File: src/rtl/mnist_pkg.sv
// Shared constants for the MNIST inference pipeline.
//   NUM_CLASSES : logits per frame produced by the FC2 layer
//   LOGIT_W     : logit width, signed two's complement
//   IDX_W       : class index width
//   CNT_W       : frame counter width
//   LOGIT_MIN   : most-negative logit, used as the empty-tracker value
//   SAT_MAX     : largest positive logit, used to saturate the margin
package mnist_pkg;
  localparam int NUM_CLASSES = 10;
  localparam int LOGIT_W     = 32;
  localparam int IDX_W       = $clog2(NUM_CLASSES);
  localparam int CNT_W       = 16;
  localparam logic signed [LOGIT_W-1:0] LOGIT_MIN = 32'sh8000_0000;
  localparam logic signed [LOGIT_W-1:0] SAT_MAX   = 32'sh7FFF_FFFF;
endpackage

File: src/rtl/top2_tracker.sv
// Combinational top-2 tracker: given the current largest and second-largest
// logits and the incoming logit, produces the next max/second/class.
// Ports:
//   in_data    : incoming signed logit
//   cur_max    : current largest logit of the frame
//   cur_second : current second-largest logit of the frame
//   cur_cls    : class index of cur_max
//   idx        : position of in_data within the frame
//   first      : in_data is the first logit of a frame (restart tracking)
//   nxt_max, nxt_second, nxt_cls : updated tracker values
module top2_tracker #(
  parameter int DATA_W = 32,
  parameter int IDX_W  = 4
) (
  input  logic signed [DATA_W-1:0] in_data,
  input  logic signed [DATA_W-1:0] cur_max,
  input  logic signed [DATA_W-1:0] cur_second,
  input  logic        [IDX_W-1:0]  cur_cls,
  input  logic        [IDX_W-1:0]  idx,
  input  logic                     first,
  output logic signed [DATA_W-1:0] nxt_max,
  output logic signed [DATA_W-1:0] nxt_second,
  output logic        [IDX_W-1:0]  nxt_cls
);

  localparam logic signed [DATA_W-1:0] TRK_MIN = {1'b1, {(DATA_W-1){1'b0}}};

  // Strict compares: on a tie the earlier index keeps the max and the equal
  // value falls into second, which makes the margin 0.
  always_comb begin
    nxt_max    = cur_max;
    nxt_second = cur_second;
    nxt_cls    = cur_cls;
    if (first) begin
      nxt_max    = in_data;
      nxt_second = TRK_MIN;
      nxt_cls    = '0;
    end else if (in_data > cur_max) begin
      nxt_second = cur_max;
      nxt_max    = in_data;
      nxt_cls    = idx;
    end else if (in_data > cur_second) begin
      nxt_second = in_data;
    end
  end

endmodule

File: src/rtl/layer5_argmax.sv
// Argmax sink for the FC2 logit stream. Consumes NUM_CLASSES signed logits
// per frame (index 0 first), tracks the top two on the fly and publishes the
// predicted class, max logit and saturated margin on a result port.
// The input is never stalled; a frame that completes while an unaccepted
// result is pending is dropped and flagged on the sticky overrun output.
// Ports:
//   clk, rst_n     : clock (rising edge), asynchronous active-low reset
//   valid_in       : one logit per asserted cycle, gaps allowed
//   in_data        : signed logit
//   result_ready   : consumer ready
//   result_valid   : result register holds an unaccepted result
//   result_class   : argmax index
//   result_max     : max logit, signed
//   result_margin  : max minus second-max, unsigned, saturated
//   busy           : a frame is partially received
//   overrun        : sticky, a completed frame was dropped
//   frame_cnt      : frames completed (including dropped), wraps
module layer5_argmax #(
  parameter int NUM_CLASSES = mnist_pkg::NUM_CLASSES,
  parameter int DATA_W      = mnist_pkg::LOGIT_W,
  parameter int IDX_W       = mnist_pkg::IDX_W,
  parameter int CNT_W       = mnist_pkg::CNT_W
) (
  input  logic                     clk,
  input  logic                     rst_n,
  input  logic                     valid_in,
  input  logic signed [DATA_W-1:0] in_data,
  input  logic                     result_ready,
  output logic                     result_valid,
  output logic        [IDX_W-1:0]  result_class,
  output logic signed [DATA_W-1:0] result_max,
  output logic        [DATA_W-1:0] result_margin,
  output logic                     busy,
  output logic                     overrun,
  output logic        [CNT_W-1:0]  frame_cnt
);

  localparam logic [IDX_W-1:0]         LAST_IDX = IDX_W'(NUM_CLASSES - 1);
  localparam logic signed [DATA_W-1:0] TRK_MIN  = {1'b1, {(DATA_W-1){1'b0}}};
  localparam logic [DATA_W-1:0]        SAT_VAL  = {1'b0, {(DATA_W-1){1'b1}}};

  logic        [IDX_W-1:0]  idx_q;
  logic signed [DATA_W-1:0] max_q, second_q;
  logic        [IDX_W-1:0]  cls_q;
  logic signed [DATA_W-1:0] nxt_max, nxt_second;
  logic        [IDX_W-1:0]  nxt_cls;
  logic        [DATA_W:0]   diff;
  logic        [DATA_W-1:0] margin;
  logic                     frame_done;
  logic                     slot_free;

  top2_tracker #(
    .DATA_W (DATA_W),
    .IDX_W  (IDX_W)
  ) u_tracker (
    .in_data    (in_data),
    .cur_max    (max_q),
    .cur_second (second_q),
    .cur_cls    (cls_q),
    .idx        (idx_q),
    .first      (idx_q == '0),
    .nxt_max    (nxt_max),
    .nxt_second (nxt_second),
    .nxt_cls    (nxt_cls)
  );

  // max >= second always holds, so the DATA_W+1 bit difference is
  // non-negative; anything with bit DATA_W-1 or above set exceeds SAT_VAL.
  always_comb begin
    diff   = {nxt_max[DATA_W-1], nxt_max} - {nxt_second[DATA_W-1], nxt_second};
    margin = (diff[DATA_W] | diff[DATA_W-1]) ? SAT_VAL : diff[DATA_W-1:0];
  end

  // Result handshake: a result transfers on any cycle where result_valid and
  // result_ready are both high; result_valid then clears on the next edge
  // unless a new frame completes in that same cycle and reloads the slot.
  // While result_valid is high and result_ready low, all result fields hold.
  // result_ready is ignored while result_valid is low.
  assign frame_done = valid_in && (idx_q == LAST_IDX);
  assign slot_free  = !result_valid || result_ready;
  assign busy       = (idx_q != '0);

  always_ff @(posedge clk or negedge rst_n) begin
    if (!rst_n) begin
      idx_q    <= '0;
      max_q    <= TRK_MIN;
      second_q <= TRK_MIN;
      cls_q    <= '0;
    end else if (valid_in) begin
      idx_q    <= (idx_q == LAST_IDX) ? '0 : idx_q + IDX_W'(1);
      max_q    <= nxt_max;
      second_q <= nxt_second;
      cls_q    <= nxt_cls;
    end
  end

  always_ff @(posedge clk or negedge rst_n) begin
    if (!rst_n) begin
      result_valid  <= 1'b0;
      result_class  <= '0;
      result_max    <= '0;
      result_margin <= '0;
      overrun       <= 1'b0;
      frame_cnt     <= '0;
    end else begin
      if (frame_done) begin
        frame_cnt <= frame_cnt + CNT_W'(1);
      end
      if (frame_done && slot_free) begin
        result_valid  <= 1'b1;
        result_class  <= nxt_cls;
        result_max    <= nxt_max;
        result_margin <= margin;
      end else begin
        if (result_valid && result_ready) begin
          result_valid <= 1'b0;
        end
        if (frame_done) begin
          overrun <= 1'b1;
        end
      end
    end
  end

endmodule

File: config.mk
export PLATFORM = sky130hd
export DESIGN_NAME = layer5_argmax
export DESIGN_NICKNAME = d
export VERILOG_FILES = /design/src/rtl/mnist_pkg.sv /design/src/rtl/top2_tracker.sv /design/src/rtl/layer5_argmax.sv
export SDC_FILE = /design/constraint.sdc
export NUM_CORES = 1
export LEC_CHECK = 0
export CORE_MARGIN = 3
export CORE_UTILIZATION = 58
export DETAILED_ROUTE_END_ITERATION = 10
export PLACE_DENSITY = 0.9
export SLEW_MARGIN = 20
export SYNTH_ARGS = -nofsm -noshare
export SYNTH_HDL_FRONTEND = slang
export SYNTH_SLANG_ARGS = --single-unit
File: constraint.sdc
create_clock -name clk -period 6.7 [get_ports clk]
set_input_delay 1.34 -clock clk [delete_from_list [all_inputs] [get_ports clk]]
set_output_delay 1.34 -clock clk [all_outputs]
set_load 0.02 [all_outputs]
==> flow_summary.toml <==
[critical_path]
crit_start = "in_data[25]"
crit_type = "in -> reg"
cp-start-kind = "primary input"
cp.required_ns = 7.03
crit_path_end_kind = "register"
r2r_slack_ns = 1.17
r2r_start = "max_q[31]$_DFFE_PN1P_"
crit_fanout = 12
worst_ep_arrival_time_ns = 6.72

[placement]
dp_hpwl_um = 22600
port_buffers = 122
gp_congestion = 1.04
dpl.cell_count = 1556

[timing]
min_period_ns = 6.39
tns_ns = 0
max_clock_freq_mhz = 157
rsz0062_at_grt = "no"
fin_crit_sh_pct = 95.3
slew_violations = 0
worstMarginPinSlew_ns = 1.07
hold_violations = 0
setup_viol = 0
finalClockSkew_ns = 0.0114
timing.hold.ws_ns = 0.472
max_slew_margin_pct = 28.9

[yosys]
syn_area_per_cell_um2 = 8.79
synthArstFlopShare_pct = 100
netlist_instances = 1241
ys_types = 65
ys_ff_latch = 158
synth-edff-count = 0
syn_nets = 1375
yosysSeqAreaShare_pct = 36.3
synth_flop_cell = "dfrtp_1"
synth_warnings = 0
syn-cell-area_um2 = 10900

[global_route]
grt_usage_pct = 31.5
grt_pass1_vias = 10100
grt_pass1_wl_um = 51800
grt_overflow = 0
antenna_found_initial = 0
grt_start_max_net_pins = 120

[route]
viasPerCell = 6.62
ant_nets = 0
vias = 10500
avgRoutedWirePerCell_um = 20.4
drt-total-wl_um = 32400
dr.first_iter.drc_count = 1626
drt_drc_violations_left = 0
drt-pass1-iter-count = 6

[flow_run]
drv_cap = 0

[floorplan]
die_height_um = 143
io_pins = 123
coreArea_um2 = 18200
initial_core_util_pct = 59.9
die_w_um = 143
rows = 49
die-area_um2 = 20500

[clocking]
numClockSinks = 158
h-tree-depth = 4
clock_path_buffers = 2
clockRootBuffer = "clkbuf_16"
clk_latency_ns = 0.45
numCtsBuffers = 17
clk_pin_slew_worst_paths_ns = 0.07
cts_tree = "built"
cts_resized = 0

[status]
status = "completed"

[worst_hold_path]
worstHoldStart = "result_class[0]$_DFFE_PN0P_"
hp-class = "reg -> reg"

[final_layout]
final_cell_count_no_fill = 1592
fillers = 1275
nets = 1484
syn2layout_area_growth_pct = 20.1
antennaDiodeCount = 0
multiInputGateArea_um2 = 6360
layout-drive-gt1-share_pct = 11.3
final_util_pct = 72.0
register_area_um2 = 3960
registers in the layout, indices dropped and copies added (netlist names):
name / flops
max_q: 32
result_max: 32
result_valid: 1
result_class: 4
overrun: 1
frame_cnt: 16
idx_q: 4
result_margin: 32
cls_q: 4
second_q: 32
path summary, 6_finish.rpt:
kind                       depth (start not counted)                             to
setup / recovery                                  19  result_margin[22]$_DFFE_PN0P_
hold / removal                                     2    result_class[0]$_DFFE_PN0P_
setup reg to reg                                  19  result_margin[22]$_DFFE_PN0P_
hold reg to reg                                    2    result_class[0]$_DFFE_PN0P_
max in group asynchronous                          2     result_max[26]$_DFFE_PN0P_
min in group asynchronous                          1   result_margin[5]$_DFFE_PN0P_
cell usage in the layout, fill, tap and decap left out, types with 5 or more instances in the layout:
cell type	netlist	final
clkdlybuf4s50_1	0	120
nand2b_1	11	11
a31oi_1	38	38
a21boi_0	6	6
nand4_1	19	19
buf_4	0	38
inv_1	76	76
clkbuf_16	0	17
o211ai_1	9	9
a21o_1	40	40
nand2_1	78	78
dfrtp_1	156	156
nor2b_1	7	7
nand3_1	93	93
clkinv_8	0	5
o311ai_0	5	5
nor4_1	5	5
a211oi_1	5	5
and3_1	10	10
mux2i_1	7	6
o21ai_0	98	98
a21oi_1	119	119
o22ai_1	30	30
ha_1	97	97
mux2_2	62	62
nor2_1	83	83
xnor2_1	25	25
xor2_1	16	16
per-layer routing:
layer  vias up  track usage (%)  share of wire, %
li1       4734                -                 -
met1      5027             44.5                41
met2       668             48.2                45
met3       116             6.63                10
met4         0             11.1               3.4
met5         -                0                 0
area by class of cell:
class / count / area share (%)
Sequential cell: 158 / 30.2
Timing Repair Buffer: 164 / 12.1
Inverter: 77 / 2.21
Clock buffer: 17 / 3.25
Tap cell: 229 / 2.19
Multi-Input combinational cell: 932 / 48.5
Clock inverter: 15 / 1.53
synth_stat cells (25+ instances only):
library cell	n	area, um2
nand2_1	78	293
ha_1	97	1210
a21o_1	40	300
clkbuf_1	56	210
a21oi_1	119	596
o22ai_1	30	188
a31oi_1	38	238
inv_1	76	285
o21ai_0	98	490
mux2_2	62	698
nor2_1	83	312
dfrtp_1	156	3900
xnor2_1	25	219
nand3_1	93	465
cell families (layout without fill, tap and decap cells):
family	count (synthesis)	count (layout)	share of synthesized area [%]
AOI/OAI and AO/OA	393	393	21.9
buffers and inverters	151	273	5.62
and+or+nand+nor	330	330	14.5
DFF	158	158	36.3
adders and majority gates	98	98	11.3
xor gates and xnor gates	41	41	3.29
muxes	70	70	7.18
through the flow:
stage / setup WS (ns) / area [um2]
6_report: 0.314 / 13100
5_1_grt: 0.0259 / 13100
4_1_cts: 0.460 / 13100
3_5_place_dp: 0.0344 / 12400
3_3_place_gp: 0.238 / 12400
2_1_floorplan: 0.942 / 10900
worst max-delay path, stage by stage:
cell and delay, ns:
clkdlybuf4s50_1 0.54, ha_1 0.40, nand4_1 0.10, nor2_1 0.19, nor4b_4 0.37, o311a_1 0.27, nor3_2 0.06, mux2_4 0.39
o21ai_0 0.41, o21ai_0 0.24, ha_1 0.34, nand2b_1 0.11, a21oi_1 0.18, o2111ai_1 0.19, a21oi_1 0.40, o311ai_0 0.24
o31a_1 0.31, o21a_1 0.27, o32a_1 0.37
timing repair:
item / in CTS / in global routing
setup endpoints to repair: 0 / 3
buffers inserted: 0 / 4
hold buffers: 0 / 0
Power of run 1 is not shown: default switching activity piles up to over one toggle a cycle in this logic, so the estimate is an artifact.
